**src/rtl/pwm_capture.sv**
```systemverilog
// pwm_capture: measures an incoming PWM/servo pulse train (high width, period, 3-bit duty code, loss of signal).
// Optional build macro GLITCH_FILTER_EN adds a FILTER_CYCLES stability filter after the synchroniser.
`default_nettype none

module pwm_capture #(
  parameter int CLK_DIV       = 20,
  parameter int CNT_WIDTH     = 9,
  parameter int TIMEOUT_TICKS = 1000,
  parameter int FILTER_CYCLES = 4
) (
  input  logic                 clk,
  input  logic                 reset,
  input  logic                 pwmIn,
  output logic [CNT_WIDTH-1:0] pulseWidth,
  output logic [CNT_WIDTH-1:0] period,
  output logic [2:0]           dutyCode,
  output logic                 sampleValid,
  output logic                 signalLost
);

  localparam int PW = $clog2(CLK_DIV);
  localparam int TW = $clog2(TIMEOUT_TICKS + 1);
  localparam logic [CNT_WIDTH-1:0] c_CNT_MAX = '1;

  typedef enum logic [1:0] {
    S_IDLE = 2'd0,
    S_HIGH = 2'd1,
    S_LOW  = 2'd2
  } state_t;

  if (CLK_DIV < 2 || FILTER_CYCLES < 1) begin : g_param_check
    $error("pwm_capture: CLK_DIV must be >= 2 and FILTER_CYCLES >= 1");
  end

  logic           r_sync1, r_sync2, r_prev;
  logic           w_level, w_rise, w_fall, w_tick, w_toExpire;
  logic           w_emit, w_lose;
  logic [PW-1:0]  r_presc;
  logic [TW-1:0]  r_timeout, w_toNext;
  logic [CNT_WIDTH-1:0] r_highCnt, r_periodCnt, r_width;
  logic [CNT_WIDTH-1:0] w_highNext, w_periodNext;
  logic [CNT_WIDTH-1:0] r_pulseWidth, r_period;
  logic [2:0]     r_dutyCode;
  logic           r_sampleValid, r_signalLost;
  state_t         r_state, w_stateNext;

  always_ff @(posedge clk) begin
    if (reset) begin
      r_sync1 <= 1'b0;
      r_sync2 <= 1'b0;
    end else begin
      r_sync1 <= pwmIn;
      r_sync2 <= r_sync1;
    end
  end

`ifdef GLITCH_FILTER_EN
  localparam int FW = $clog2(FILTER_CYCLES + 1);
  logic          r_filt;
  logic [FW-1:0] r_fcnt;

  // Level follows the synced input only after FILTER_CYCLES consecutive clk of disagreement.
  always_ff @(posedge clk) begin
    if (reset) begin
      r_filt <= 1'b0;
      r_fcnt <= '0;
    end else if (r_sync2 == r_filt) begin
      r_fcnt <= '0;
    end else if (r_fcnt == FW'(FILTER_CYCLES - 1)) begin
      r_filt <= r_sync2;
      r_fcnt <= '0;
    end else begin
      r_fcnt <= r_fcnt + 1'b1;
    end
  end

  assign w_level = r_filt;
`else
  assign w_level = r_sync2;
`endif

  always_ff @(posedge clk) begin
    if (reset) r_prev <= 1'b0;
    else       r_prev <= w_level;
  end

  assign w_rise = w_level & ~r_prev;
  assign w_fall = ~w_level & r_prev;
  assign w_tick = (r_presc == PW'(CLK_DIV - 1));

  always_ff @(posedge clk) begin
    if (reset || w_rise || w_tick) r_presc <= '0;
    else                           r_presc <= r_presc + 1'b1;
  end

  // The tick landing on the closing edge still belongs to the phase being closed.
  assign w_highNext   = (w_tick && r_highCnt != c_CNT_MAX) ? r_highCnt + 1'b1 : r_highCnt;
  assign w_periodNext = (w_tick && r_periodCnt != c_CNT_MAX) ? r_periodCnt + 1'b1 : r_periodCnt;
  assign w_toNext     = w_tick ? r_timeout + 1'b1 : r_timeout;
  assign w_toExpire   = w_tick && (r_timeout == TW'(TIMEOUT_TICKS - 1));

  function automatic logic [2:0] f_duty(input logic [CNT_WIDTH-1:0] w);
    logic [31:0] v;
    v = 32'(w);
    if      (v >= 32'd128) f_duty = 3'd7;
    else if (v >= 32'd64)  f_duty = 3'd6;
    else if (v >= 32'd32)  f_duty = 3'd5;
    else if (v >= 32'd16)  f_duty = 3'd4;
    else if (v >= 32'd8)   f_duty = 3'd3;
    else if (v >= 32'd4)   f_duty = 3'd2;
    else if (v >= 32'd2)   f_duty = 3'd1;
    else                   f_duty = 3'd0;
  endfunction

  always_ff @(posedge clk) begin
    if (reset) r_state <= S_IDLE;
    else       r_state <= w_stateNext;
  end

  always_comb begin
    w_stateNext = r_state;
    w_emit      = 1'b0;
    w_lose      = 1'b0;
    case (r_state)
      S_IDLE: begin
        if (w_rise) w_stateNext = S_HIGH;
      end
      S_HIGH: begin
        if (w_fall) begin
          w_stateNext = S_LOW;
        end else if (w_toExpire) begin
          w_stateNext = S_IDLE;
          w_lose      = 1'b1;
        end
      end
      S_LOW: begin
        if (w_rise) begin
          w_stateNext = S_HIGH;
          w_emit      = 1'b1;
        end else if (w_toExpire) begin
          w_stateNext = S_IDLE;
          w_lose      = 1'b1;
        end
      end
      default: w_stateNext = S_IDLE;
    endcase
  end

  always_ff @(posedge clk) begin
    if (reset) begin
      r_highCnt     <= '0;
      r_periodCnt   <= '0;
      r_width       <= '0;
      r_timeout     <= '0;
      r_pulseWidth  <= '0;
      r_period      <= '0;
      r_dutyCode    <= 3'd0;
      r_sampleValid <= 1'b0;
      r_signalLost  <= 1'b1;
    end else begin
      r_sampleValid <= w_emit;
      case (r_state)
        S_IDLE: begin
          if (w_rise) begin
            r_highCnt   <= '0;
            r_periodCnt <= '0;
            r_timeout   <= '0;
          end
        end
        S_HIGH: begin
          r_highCnt   <= w_highNext;
          r_periodCnt <= w_periodNext;
          if (w_fall) begin
            r_width   <= w_highNext;
            r_timeout <= '0;
          end else begin
            r_timeout <= w_toNext;
          end
        end
        S_LOW: begin
          if (w_rise) begin
            r_pulseWidth <= r_width;
            r_period     <= w_periodNext;
            r_dutyCode   <= f_duty(r_width);
            r_signalLost <= 1'b0;
            r_highCnt    <= '0;
            r_periodCnt  <= '0;
            r_timeout    <= '0;
          end else begin
            r_periodCnt <= w_periodNext;
            r_timeout   <= w_toNext;
          end
        end
        default: ;
      endcase
      if (w_lose) r_signalLost <= 1'b1;
    end
  end

  assign pulseWidth  = r_pulseWidth;
  assign period      = r_period;
  assign dutyCode    = r_dutyCode;
  assign sampleValid = r_sampleValid;
  assign signalLost  = r_signalLost;

endmodule

`default_nettype wire

```
**config.mk**
```make
export PLATFORM = sky130hd
export DESIGN_NAME = pwm_capture
export DESIGN_NICKNAME = d
export VERILOG_FILES = /design/src/rtl/pwm_capture.sv
export SDC_FILE = /design/constraint.sdc
export NUM_CORES = 1
export LEC_CHECK = 0
export CAP_MARGIN = 40
export CORE_MARGIN = 1
export CORE_UTILIZATION = 45
export DETAILED_ROUTE_END_ITERATION = 10
export PLACE_DENSITY = 0.62
export SETUP_SLACK_MARGIN = 0.02
export SLEW_MARGIN = 5
export SYNTH_ARGS = -nofsm -noshare
export SYNTH_HDL_FRONTEND = slang
export SYNTH_SLANG_ARGS = --single-unit
```
**constraint.sdc**
```tcl
create_clock -name clk -period 2.8 [get_ports clk]
set_input_delay 0.56 -clock clk [delete_from_list [all_inputs] [get_ports clk]]
set_output_delay 0.56 -clock clk [all_outputs]
set_load 0.1 [all_outputs]
```
==> metrics.txt <==
count of nets left with antenna violations after detail routing 0; WP data required a little over 3000 ps; via count of the first global-routing pass ~2,500; final-report setup violation count 0; number of enable flip-flop cells after synthesis 0; crit path max-delay cell type sky130_fd_sc_hd__nor4_1; net count after synthesis 415; effective utilization at floorplan 0.466; number of fill cells in the layout between 600 and 700; aggregate routed wire length approximately 7400 um; Final Skew between 7 and 8 ps; number of placed instances with taps included 511; headroom to the max-slew limit 0.545; WHS Path Cells 1; Clock transition at path regs approximately 80 ps; number of buffers added by the clock tree synthesis step 9; Buffers on Ports 25; register share of total power 0.546; part of the Yosys area used for sequential elements 0.415; clock root buffer master sky130_fd_sc_hd__clkbuf_8; y dimension of the die between 80 and 90 um; power per unit of standard cell area 480 mW/mm2; half-perimeter wire length of the detailed placement result approximately 5200 um; cell area after synthesis 0.00338 mm2; clock period minus worst slack between 2000 and 2500 ps; cell leakage power between 1 and 1.5 nW; Clock power frac 0.408; antenna violations before repair 0; Worst Path Arrival ~2400 ps; total die area 0.00786 mm2; total number of placement rows 31; Via Count just under 3,000; total count of hold-check failures in the final report 0; sum of overflow across all layers after global routing 0; share of synthesized registers carrying an async set or reset 0; Post-CTS Hold Fix Bufs 0; multi-input logic area between 0.0015 and 0.002 mm2; insertion delay of the later-clocked pin in the worst-skew pair about 350 ps; count of antenna diodes in the layout 0; status complete, no violations; maximum number of pins on one net before global-route repair 37; CTS Buffer Depth 2; Max Fclk approximately 460 MHz; number of flip-flops and latches in the synthesized netlist 70; Overall Global Routing Usage 0.198; synth unique cells 49; post-CTS setup buffers 0; count of final max-slew check failures 0; share of layout cells above drive strength 1 0.126; Syn Area/Cell between 8 and 9 um2; total power after layout 0.00185 W; Max Cap Viol 0; Worst Max-Slew Pin Slew slightly below 700 ps; TritonCTS clock tree built; post-layout utilization of the core 0.530; Hold WC Path Type register to register; count of TritonRoute iterations in the first routing pass 4; area inside the core boundary between 0.007 and 0.008 mm2; final routed wire length divided by cell count about 14 um; area overhead of the layout relative to synthesis 13.9%; Sw Ratio 0.243; Critical Path Most Common Cell sky130_fd_sc_hd__ha_1; first-pass GRT wire length about 12,000 um; worst hold slack after final layout around 440 ps; launching element type of the critical path register; critical-path cell list ha_1 > nand2_1 > nor3_1 > ha_1 > nand3b_1 > nor4_1 > xnor2_1 > a211oi_1; Post-Layout Cell Count 527; Pint 0.00140 W; total net switching power approximately 0.00045 W; residual DRC count 0; register area around 0.0014 mm2; kind of critical path register to register; Setup TNS 0 ps; I/O pin count 26; Mapped Cells approximately 400; YS warnings 0; layout net count approximately 440; floorplan die width between 80 and 90 um; Starting DRT DRC Count about 120; worst reg-to-reg path cell count 8; total of cells resized after clock tree synthesis 0; number of levels in the clock H-tree 3; setup repair after global routing missed its margin no; peak fanout along the critical path 7; sinks on the clock net 70; Logic pwr share 0.046; vias per inst about 5.6; final clock period utilization by the worst path 0.777; longest individual stage delay on the worst path 460 ps; peak ir drop on the vdd network roughly 0.00023 V; most instantiated flip-flop cell in the synthesis netlist sky130_fd_sc_hd__dfxtp_1; placer congestion estimate a little under 0.9; endpoint kind of the worst setup timing path register
-- path summary, 6_finish.rpt --
| check | from | to | slack, ps |
|---|---|---|---|
| min reg2reg | r_sync1 | r_sync2 | 440 |
| max | r_periodCnt[0] | period[7] | 630 |
| max reg2reg | r_periodCnt[0] | period[7] | 630 |
| min | r_sync1 | r_sync2 | 440 |
-- per-layer routing --
| layer | global-route usage | share of wire |
|---|---|---|
| met5 | 0 | 0 |
| met4 | 0.0821 | 0.0078 |
| met3 | 0.0364 | 0.045 |
| met2 | 0.294 | 0.43 |
| met1 | 0.283 | 0.51 |
-- cell usage in the layout (no fill, tap or decap), types with 2 or more instances in the layout --
cell,instances
sky130_fd_sc_hd__dfxtp_1,70
sky130_fd_sc_hd__nand2_1,40
sky130_fd_sc_hd__nor2_1,34
sky130_fd_sc_hd__buf_4,32
sky130_fd_sc_hd__a211oi_1,26
sky130_fd_sc_hd__a21oi_1,26
sky130_fd_sc_hd__inv_1,16
sky130_fd_sc_hd__nand3_1,16
sky130_fd_sc_hd__nor3_1,13
sky130_fd_sc_hd__xnor2_1,13
sky130_fd_sc_hd__o21ai_0,11
sky130_fd_sc_hd__clkbuf_8,11
sky130_fd_sc_hd__or3_1,10
sky130_fd_sc_hd__ha_1,10
sky130_fd_sc_hd__a31oi_1,8
sky130_fd_sc_hd__nor4_1,7
sky130_fd_sc_hd__or4_1,6
sky130_fd_sc_hd__nand2b_1,5
sky130_fd_sc_hd__xor2_1,5
sky130_fd_sc_hd__o32ai_1,5
sky130_fd_sc_hd__a311oi_1,5
sky130_fd_sc_hd__a41oi_1,5
sky130_fd_sc_hd__nand4_1,4
sky130_fd_sc_hd__nor2b_1,4
sky130_fd_sc_hd__o31ai_1,4
sky130_fd_sc_hd__nand3b_1,4
sky130_fd_sc_hd__and4_1,3
sky130_fd_sc_hd__and2_1,3
sky130_fd_sc_hd__and3_1,2
sky130_fd_sc_hd__a21o_1,2
sky130_fd_sc_hd__or2_2,2
sky130_fd_sc_hd__o311ai_0,2
sky130_fd_sc_hd__o311a_1,2
sky130_fd_sc_hd__clkinvlp_4,2
sky130_fd_sc_hd__clkinv_2,2
-- flip-flops by register name (all words and copies together), names as in the netlist --
register / count
r_state: 2
r_timeout: 10
dutyCode: 3
r_sync2: 1
pulseWidth: 9
r_width: 9
r_sync1: 1
r_prev: 1
period: 9
r_periodCnt: 9
r_presc: 5
sampleValid: 1
signalLost: 1
r_highCnt: 9
-- cell usage after synthesis (2+ instances only) --
cell type | count | area share
sky130_fd_sc_hd__dfxtp_1 | 70 | 0.41
sky130_fd_sc_hd__nand2_1 | 40 | 0.044
sky130_fd_sc_hd__nor2_1 | 34 | 0.038
sky130_fd_sc_hd__a211oi_1 | 26 | 0.058
sky130_fd_sc_hd__a21oi_1 | 26 | 0.039
sky130_fd_sc_hd__clkbuf_1 | 18 | 0.020
sky130_fd_sc_hd__inv_1 | 16 | 0.018
sky130_fd_sc_hd__nand3_1 | 16 | 0.024
sky130_fd_sc_hd__nor3_1 | 13 | 0.019
sky130_fd_sc_hd__xnor2_1 | 13 | 0.034
sky130_fd_sc_hd__o21ai_0 | 11 | 0.016
sky130_fd_sc_hd__ha_1 | 10 | 0.037
sky130_fd_sc_hd__or3_1 | 10 | 0.019
sky130_fd_sc_hd__a31oi_1 | 8 | 0.015
sky130_fd_sc_hd__nor4_1 | 7 | 0.013
sky130_fd_sc_hd__or4_1 | 6 | 0.013
sky130_fd_sc_hd__a311oi_1 | 5 | 0.013
sky130_fd_sc_hd__a41oi_1 | 5 | 0.013
sky130_fd_sc_hd__nand2b_1 | 5 | 0.0093
sky130_fd_sc_hd__o32ai_1 | 5 | 0.013
sky130_fd_sc_hd__xor2_1 | 5 | 0.013
sky130_fd_sc_hd__buf_2 | 4 | 0.0059
sky130_fd_sc_hd__nand3b_1 | 4 | 0.0089
sky130_fd_sc_hd__nand4_1 | 4 | 0.0074
sky130_fd_sc_hd__nor2b_1 | 4 | 0.0074
sky130_fd_sc_hd__o31ai_1 | 4 | 0.0089
sky130_fd_sc_hd__and2_1 | 3 | 0.0056
sky130_fd_sc_hd__and4_1 | 3 | 0.0078
sky130_fd_sc_hd__a21o_1 | 2 | 0.0044
sky130_fd_sc_hd__and3_1 | 2 | 0.0037
sky130_fd_sc_hd__buf_1 | 2 | 0.0022
sky130_fd_sc_hd__o311a_1 | 2 | 0.0059
sky130_fd_sc_hd__o311ai_0 | 2 | 0.0052
sky130_fd_sc_hd__or2_2 | 2 | 0.0037
-- critical path, delay by kind of cell, from the launching register on --
kind / cells / cell delay (ps)
compound gates: 1 / 240
xor+xnor: 1 / 160
fa+ha+maj: 2 / 500
flops: 1 / 370
simple gates: 4 / 840
-- layout make-up --
class,instances,share of cell area
multi-input cells,292,0.473
repair buffers,34,0.0664
well taps,99,0.0322
inverters,16,0.0156
clock inverters,5,0.00878
flip-flops and latches,70,0.364
clock buffers,11,0.0394
-- cell families after synthesis --
| kind of cell | after synthesis | share of synthesized area |
|---|---|---|
| AND/OR/NAND/NOR | 159 | 0.242 |
| AO/OA/AOI/OAI | 104 | 0.210 |
| flip-flops | 70 | 0.415 |
| buffers and inverters | 40 | 0.0459 |
| XOR/XNOR | 18 | 0.0467 |
| adder cells (fa/ha/maj) | 10 | 0.0371 |
| multiplexers | 1 | 0.00296 |
-- metrics by stage --
step / cell area [um2] / setup WS, ps
after floorplan: 3380 / 824
after global placement: 3660 / 670
after detailed placement: 3660 / 614
after CTS: 3850 / 597
after global routing: 3850 / 419
final: 3850 / 625
-- power groups by stage --
| stage | combinational [W] | clock [W] | sequential [W] |
|---|---|---|---|
| 4_1_cts | 0.0000849 | 0.000773 | 0.00101 |
| 3_5_place_dp | 0.0000847 | 0 | 0.00103 |
| 3_3_place_gp | 0.0000838 | 0 | 0.00103 |
| 5_1_grt | 0.0000948 | 0.000818 | 0.00101 |
| 6_report | 0.0000853 | 0.000752 | 0.00101 |
| 2_1_floorplan | 0.0000617 | 0 | 0.00103 |
Power figures use the tool's default switching activity.
